**config.mk**
```make
export PLATFORM = sky130hd
export DESIGN_NAME = window_broadcast
export DESIGN_NICKNAME = d
export VERILOG_FILES = /design/src/rtl/window_broadcast.sv
export SDC_FILE = /design/constraint.sdc
export NUM_CORES = 1
export LEC_CHECK = 0
export CORE_MARGIN = 4
export CORE_UTILIZATION = 38
export DETAILED_ROUTE_END_ITERATION = 12
export SYNTH_ARGS = -nofsm -noshare
export SYNTH_HDL_FRONTEND = slang
export SYNTH_SLANG_ARGS = --single-unit
```
**constraint.sdc**
```tcl
create_clock -name clk -period 29.7 [get_ports clk]
set_input_delay 5.94 -clock clk [delete_from_list [all_inputs] [get_ports clk]]
set_output_delay 5.94 -clock clk [all_outputs]
set_load 0.02 [all_outputs]
```
**src/rtl/window_broadcast.sv**
```systemverilog
// window_broadcast: walks one command window (x fastest, then y, then
// channel) over a padded image, reads image RAM at 1-cycle latency and
// streams one pixel per cycle on a valid/ready port. Pixels that fall in the
// zero border are produced as 0 without touching the RAM.
//
// Ports:
//   clk, rst            clock, synchronous active-high reset
//   cfg_dim, cfg_pad    unpadded image size and border width (static while busy)
//   cmd_*               window command (valid/ready, accepted only in IDLE)
//   rd_en, rd_addr      image RAM read port; rd_data returns one cycle later
//   out_*               pixel stream with padded coordinates and last flag
//   busy, done          command in progress / one-cycle completion pulse
module window_broadcast #(
    parameter int unsigned DIM_W  = 8,
    parameter int unsigned Z_W    = 9,
    parameter int unsigned DATA_W = 18,
    parameter int unsigned ADDR_W = 16,
    parameter int unsigned PAD_W  = 2,
    parameter int unsigned STEP_W = 3
) (
    input  logic              clk,
    input  logic              rst,
    input  logic [DIM_W-1:0]  cfg_dim,
    input  logic [PAD_W-1:0]  cfg_pad,
    input  logic              cmd_valid,
    output logic              cmd_ready,
    input  logic [DIM_W-1:0]  cmd_x0,
    input  logic [DIM_W-1:0]  cmd_y0,
    input  logic [DIM_W-1:0]  cmd_w,
    input  logic [DIM_W-1:0]  cmd_h,
    input  logic [STEP_W-1:0] cmd_xstep,
    input  logic [STEP_W-1:0] cmd_ystep,
    input  logic [Z_W-1:0]    cmd_zlast,
    output logic              rd_en,
    output logic [ADDR_W-1:0] rd_addr,
    input  logic [DATA_W-1:0] rd_data,
    output logic              out_valid,
    input  logic              out_ready,
    output logic [DIM_W-1:0]  out_x,
    output logic [DIM_W-1:0]  out_y,
    output logic [Z_W-1:0]    out_z,
    output logic [DATA_W-1:0] out_data,
    output logic              out_last,
    output logic              busy,
    output logic              done
);

    localparam int unsigned EXT_W = DIM_W + 1;

    typedef enum logic [1:0] {IDLE = 2'd0, RUN = 2'd1, FLUSH = 2'd2} state_t;

    state_t state, state_nxt;

    // Latched command
    logic [DIM_W-1:0]  x0_q, y0_q, w_q, h_q;
    logic [STEP_W-1:0] xstep_q, ystep_q;
    logic [Z_W-1:0]    zlast_q;

    // Walk counters and running coordinates
    logic [DIM_W-1:0]  i_q, j_q, x_q, y_q;
    logic [Z_W-1:0]    z_q;

    // Address bases: row_base_q already includes the channel base
    logic [ADDR_W-1:0] chan_base_q, row_base_q, row0_q, row_step_q, chan_step_q;

    // Element issued last cycle, whose data is on rd_data now
    logic              pend_valid_q, pend_pad_q, pend_last_q;
    logic [DIM_W-1:0]  pend_x_q, pend_y_q;
    logic [Z_W-1:0]    pend_z_q;

    logic              advance, zero_cmd, start, issue, last_hs, done_set;
    logic              i_wrap, j_wrap, z_wrap, elem_last, cur_pad;
    logic [EXT_W-1:0]  pad_hi;
    logic [ADDR_W-1:0] row0_c, row_step_c, chan_step_c;

    // Per-command products built from shifted adds, evaluated once at accept
    function automatic logic [ADDR_W-1:0] shift_add(input logic [ADDR_W-1:0] a,
                                                    input logic [DIM_W-1:0]  b);
        logic [ADDR_W-1:0] acc;
        acc = '0;
        for (int k = 0; k < DIM_W; k++) begin
            if (b[k]) acc = acc + (a << k);
        end
        return acc;
    endfunction

    // y0 - pad is taken at address width so a negative start row wraps correctly
    assign row0_c      = shift_add(ADDR_W'(cmd_y0) - ADDR_W'(cfg_pad), cfg_dim);
    assign row_step_c  = shift_add(ADDR_W'(cfg_dim), DIM_W'(cmd_ystep));
    assign chan_step_c = shift_add(ADDR_W'(cfg_dim), cfg_dim);

    // Element classification
    always_comb begin
        advance   = !out_valid || out_ready;
        zero_cmd  = (cmd_w == '0) || (cmd_h == '0);
        i_wrap    = (i_q == w_q - DIM_W'(1));
        j_wrap    = (j_q == h_q - DIM_W'(1));
        z_wrap    = (z_q == zlast_q);
        elem_last = i_wrap && j_wrap && z_wrap;
        pad_hi    = EXT_W'(cfg_dim) + EXT_W'(cfg_pad);
        cur_pad   = (x_q < DIM_W'(cfg_pad)) || (y_q < DIM_W'(cfg_pad)) ||
                    (EXT_W'(x_q) >= pad_hi) || (EXT_W'(y_q) >= pad_hi);
        last_hs   = out_valid && out_ready && out_last;
    end

    // State register
    always_ff @(posedge clk) begin
        if (rst) state <= IDLE;
        else     state <= state_nxt;
    end

    // Next-state logic
    always_comb begin
        state_nxt = state;
        case (state)
            IDLE:    if (cmd_valid && !zero_cmd) state_nxt = RUN;
            RUN:     if (issue && elem_last)     state_nxt = FLUSH;
            FLUSH:   if (last_hs)                state_nxt = IDLE;
            default: state_nxt = IDLE;
        endcase
    end

    // FSM outputs
    always_comb begin
        cmd_ready = (state == IDLE) || rst;
        start     = (state == IDLE) && cmd_valid && !zero_cmd;
        issue     = !rst && (state == RUN) && advance;
        rd_en     = issue && !cur_pad;
        rd_addr   = row_base_q + ADDR_W'(x_q) - ADDR_W'(cfg_pad);
        done_set  = ((state == IDLE) && cmd_valid && zero_cmd) ||
                    ((state == FLUSH) && last_hs);
    end

    // Command latch, walk counters, issue stage and output register
    always_ff @(posedge clk) begin
        if (rst) begin
            x0_q <= '0; y0_q <= '0; w_q <= '0; h_q <= '0;
            xstep_q <= '0; ystep_q <= '0; zlast_q <= '0;
            i_q <= '0; j_q <= '0; z_q <= '0; x_q <= '0; y_q <= '0;
            chan_base_q <= '0; row_base_q <= '0; row0_q <= '0;
            row_step_q <= '0; chan_step_q <= '0;
            pend_valid_q <= 1'b0; pend_pad_q <= 1'b0; pend_last_q <= 1'b0;
            pend_x_q <= '0; pend_y_q <= '0; pend_z_q <= '0;
            out_valid <= 1'b0; out_last <= 1'b0;
            out_x <= '0; out_y <= '0; out_z <= '0; out_data <= '0;
            busy <= 1'b0; done <= 1'b0;
        end else begin
            if (start) begin
                x0_q <= cmd_x0; y0_q <= cmd_y0; w_q <= cmd_w; h_q <= cmd_h;
                xstep_q <= cmd_xstep; ystep_q <= cmd_ystep; zlast_q <= cmd_zlast;
                i_q <= '0; j_q <= '0; z_q <= '0;
                x_q <= cmd_x0; y_q <= cmd_y0;
                chan_base_q <= '0;
                row_base_q  <= row0_c;
                row0_q      <= row0_c;
                row_step_q  <= row_step_c;
                chan_step_q <= chan_step_c;
            end else if (issue && !elem_last) begin
                if (!i_wrap) begin
                    i_q <= i_q + DIM_W'(1);
                    x_q <= x_q + DIM_W'(xstep_q);
                end else begin
                    i_q <= '0;
                    x_q <= x0_q;
                    if (!j_wrap) begin
                        j_q        <= j_q + DIM_W'(1);
                        y_q        <= y_q + DIM_W'(ystep_q);
                        row_base_q <= row_base_q + row_step_q;
                    end else begin
                        j_q         <= '0;
                        y_q         <= y0_q;
                        z_q         <= z_q + Z_W'(1);
                        chan_base_q <= chan_base_q + chan_step_q;
                        row_base_q  <= chan_base_q + chan_step_q + row0_q;
                    end
                end
            end

            if (advance) begin
                pend_valid_q <= issue;
                out_valid    <= pend_valid_q;
                out_last     <= pend_valid_q && pend_last_q;
                if (pend_valid_q) begin
                    out_x    <= pend_x_q;
                    out_y    <= pend_y_q;
                    out_z    <= pend_z_q;
                    out_data <= pend_pad_q ? '0 : rd_data;
                end
            end

            if (issue) begin
                pend_x_q    <= x_q;
                pend_y_q    <= y_q;
                pend_z_q    <= z_q;
                pend_pad_q  <= cur_pad;
                pend_last_q <= elem_last;
            end

            busy <= (state_nxt != IDLE);
            done <= done_set;
        end
    end

endmodule
```
==> metrics <==
status finished clean; CTS Buf Count 29; # Post-CTS Setup Buffers 0; Synth area leaders dfxtp_1 (23%), ha_1 (14%), nand2_1 (7.8%); slowest CP cell fa_1; CP startpoint cfg_pad[0]; maximum clock path buffer count 3; Die Y 242 µm; Tightest Pin Transition roughly 970 ps; Worst R2R Setup Slack approximately 25000 ps; number of distinct library cells after synthesis 80; DP Cell Count about 3.5k; Slew HR a little over a third; Die Area just under 0.06 mm²; H-tree Lvls 1; area grow syn2layout 14.6%; CP Buf/Inv Count 5; synthesized cell area a little over 0.02 mm²; cts repair resizes 0; initial antenna violation count 1; hpwl dp around 47 mm; Post-synth EDFFs 0; VDD IR max slightly above 0.00007 V; sw frac 40.9%; reg2reg end row_base_q[15]$_SDFFE_PP0P_; DR DRC count 0; CTS tree done; DR iter-0 viols 1375; setup violators final 0; Antenna Nets Post-Route 0; TritonRoute pass-1 iters 7; largest family of logic cells by synthesized area compound AO/OA/AOI/OAI gates; clk_lat worst skew 580 ps; antenna cells 0; Clk pwr share a little under a quarter; reg2reg path depth 21; Finished Layout Cells about 3.6k; Avg Cell Area, Syn 7.51 µm²; Endpoint, Worst Hold out_y[6]$_SDFFE_PP0P_; GR Util All Layers between 20% and 30%; P per Cell Area ~66 mW/mm²; Gate Count Post-Synth 2764; Core Box Area ~0.054 mm²; crit end category register; cell taking the most area after synthesis dfxtp_1; Fin. Hold Viols 0; DR WL/cell about 18 µm; global-route wire length before repair approximately 100 mm; Synth Area in Simple Gates about a fifth; Layout fillers 5380; Hold Path Cell Cnt 2; Reg2Reg Launch Point chan_base_q[0]$_SDFFE_PP0P_; largest net degree at the start of global routing between 100 and 150; vias in the first global route slightly below 20k; Fmax achieved 57.6 MHz; switching power total about 640 µW; FP Rows 85; CP delay by family, top adder cells; grt ovf 0; crit-path max FO 13; Hold WS between 400 and 500 ps; die span in x about 240 µm; Tcrit/Tclk final between 50% and 60%; Yosys warnings 0; cell mode on critical path ha_1; wirelength, routed about 63 mm; total negative slack 0 ps; Setup CP Type in2reg; utilization after layout ~44%; layout cell share with drive strength beyond 1 4.83%; mux contribution to synthesized area under 10%; Initial Utilization 38.5%; Max Clock Skew 18.5 ps; root buffer cell clkbuf_16; Yosys top cell area share a little under a quarter; Clock transition at path regs roughly 60 ps; Synth top cells by count nand2_1 (434), a21oi_1 (321), dfxtp_1 (240), ha_1 (232), nor2_1 (189); Syn Nets between 3k and 4k; Seq/Total Area, Yosys 23.1%; Startpoint Class input port; IO Count ~140; HP Class reg2reg; asr flop ratio synth 0%; Tmin final 17380 ps; sequential fraction of design power a little under a quarter; max_cap viols 0; Data arrival, critical path between 15000 and 20000 ps; Synth Register Bits 240; Slowest Stage Delay on Critical Path between 900 and 1000 ps; combinational power share between 50% and 60%; most frequent cell after synthesis nand2_1; WP data required between 30000 and 40000 ps; fin nets 3172; PortBufs 143; TritonCTS Sinks 240; hold buffers post-CTS 0; Leak around 0.010 µW; Slew Limit Fails 0; RSZ-0062 raised after global routing no; vias per cell around 5.6; Internal about 900 µW; Adder-Cell Fraction of Synth Area approximately 16%; ys flop type dfxtp_1; worst hold start pend_y_q[6]$_SDFFE_PP0P_; XOR/XNOR Fraction of Synth Area a little under a tenth; Compound-Gate Fraction of Synth Area a little under a quarter; Vias between 15k and 20k; final RePlAce weighted congestion about 0.9
-- metrics by stage --
| step | total power (µW) | instance area, µm² | setup WS, ps |
|---|---|---|---|
| after detailed placement | 1190 | 22800 | 11880 |
| after CTS | 1570 | 23800 | 12420 |
| after floorplan | 969 | 20800 | 13820 |
| after global placement | 1170 | 22800 | 12260 |
| final | 1570 | 23800 | 12320 |
| after global routing | 1690 | 23800 | 11160 |
-- cells by family after synthesis --
| logic type | after synthesis |
|---|---|
| buffers and inverters | 303 |
| XOR/XNOR | 219 |
| flip-flops | 240 |
| AND/OR/NAND/NOR | 906 |
| multiplexers | 60 |
| adder cells (fa/ha/maj) | 259 |
| AO/OA/AOI/OAI | 777 |
-- flip-flops by register name, indices dropped and copies added (netlist names), 9 cells and up --
register,cells
out_data,18
chan_base_q,16
chan_step_q,16
row0_q,16
row_base_q,16
row_step_q,11
out_z,9
pend_z_q,9
z_q,9
zlast_q,9
-- final cells by class --
cell class                 count  area [µm²]  share of cell area, %
clock buffer                  40         837                   3.52
clock inverter                13         170                  0.715
sequential                   240        4800                   20.2
multi-input combinational   2221       14800                   62.3
inverter                     172         646                   2.71
timing repair buffer         174        1650                   6.91
tap                          696         871                   3.66
-- tightest hold or removal path, delay by kind of cell (launching register included) --
| kind | cells | cell delay [ps] |
|---|---|---|
| flops | 1 | 310 |
| compound gates | 1 | 50 |
| simple gates | 1 | 50 |
-- layer usage --
layer / global-route usage, % / part of all wire [%] / up-vias
met2: 34.6 / 45 / 567
met3: 2.23 / 5.0 / 97
li1: - / - / 9797
met5: 0 / 0 / -
met1: 28.8 / 47 / 9293
met4: 5.81 / 2.8 / 0
-- how the worst max path moves through the flow --
stage,endpoint,slack [ps],cells after the start
after global placement,row_base_q[15]$_SDFFE_PP0P_,12260,51
after floorplan,row_base_q[15]$_SDFFE_PP0P_,13820,54
final,row_base_q[15]$_SDFFE_PP0P_,12320,50
after detailed placement,row_base_q[15]$_SDFFE_PP0P_,11880,51
after CTS,row_base_q[15]$_SDFFE_PP0P_,12420,51
after global routing,row_base_q[15]$_SDFFE_PP0P_,11160,49
-- power by group through the flow --
stage          Combinational [µW]  Clock [µW]  Sequential (µW)
3_3_place_gp                  800           0              372
5_1_grt                       924         395              368
3_5_place_dp                  818           0              373
4_1_cts                       825         382              366
6_report                      828         373              366
2_1_floorplan                 603           0              365
-- cell usage in the layout (no fill, tap or decap), types with 19 or more instances in the layout --
cell and count:
xnor2_1 154, o21bai_1 36, nand2_1 434, dfxtp_1 240
xor2_1 65, buf_4 31, mux2_2 30, nand2b_1 28
mux2i_1 29, clkbuf_16 29, o21a_1 25, a211oi_1 31
nand3_1 64, a21o_1 53, fa_1 23, a21boi_0 19
nor2b_1 32, o21ai_0 145, nor3_1 41, a21oi_1 321
nor2_1 188, clkdlybuf4s50_1 138, ha_1 232, inv_1 167
nand3b_1 27
No activity file was read; power rests on OpenSTA's default activity.
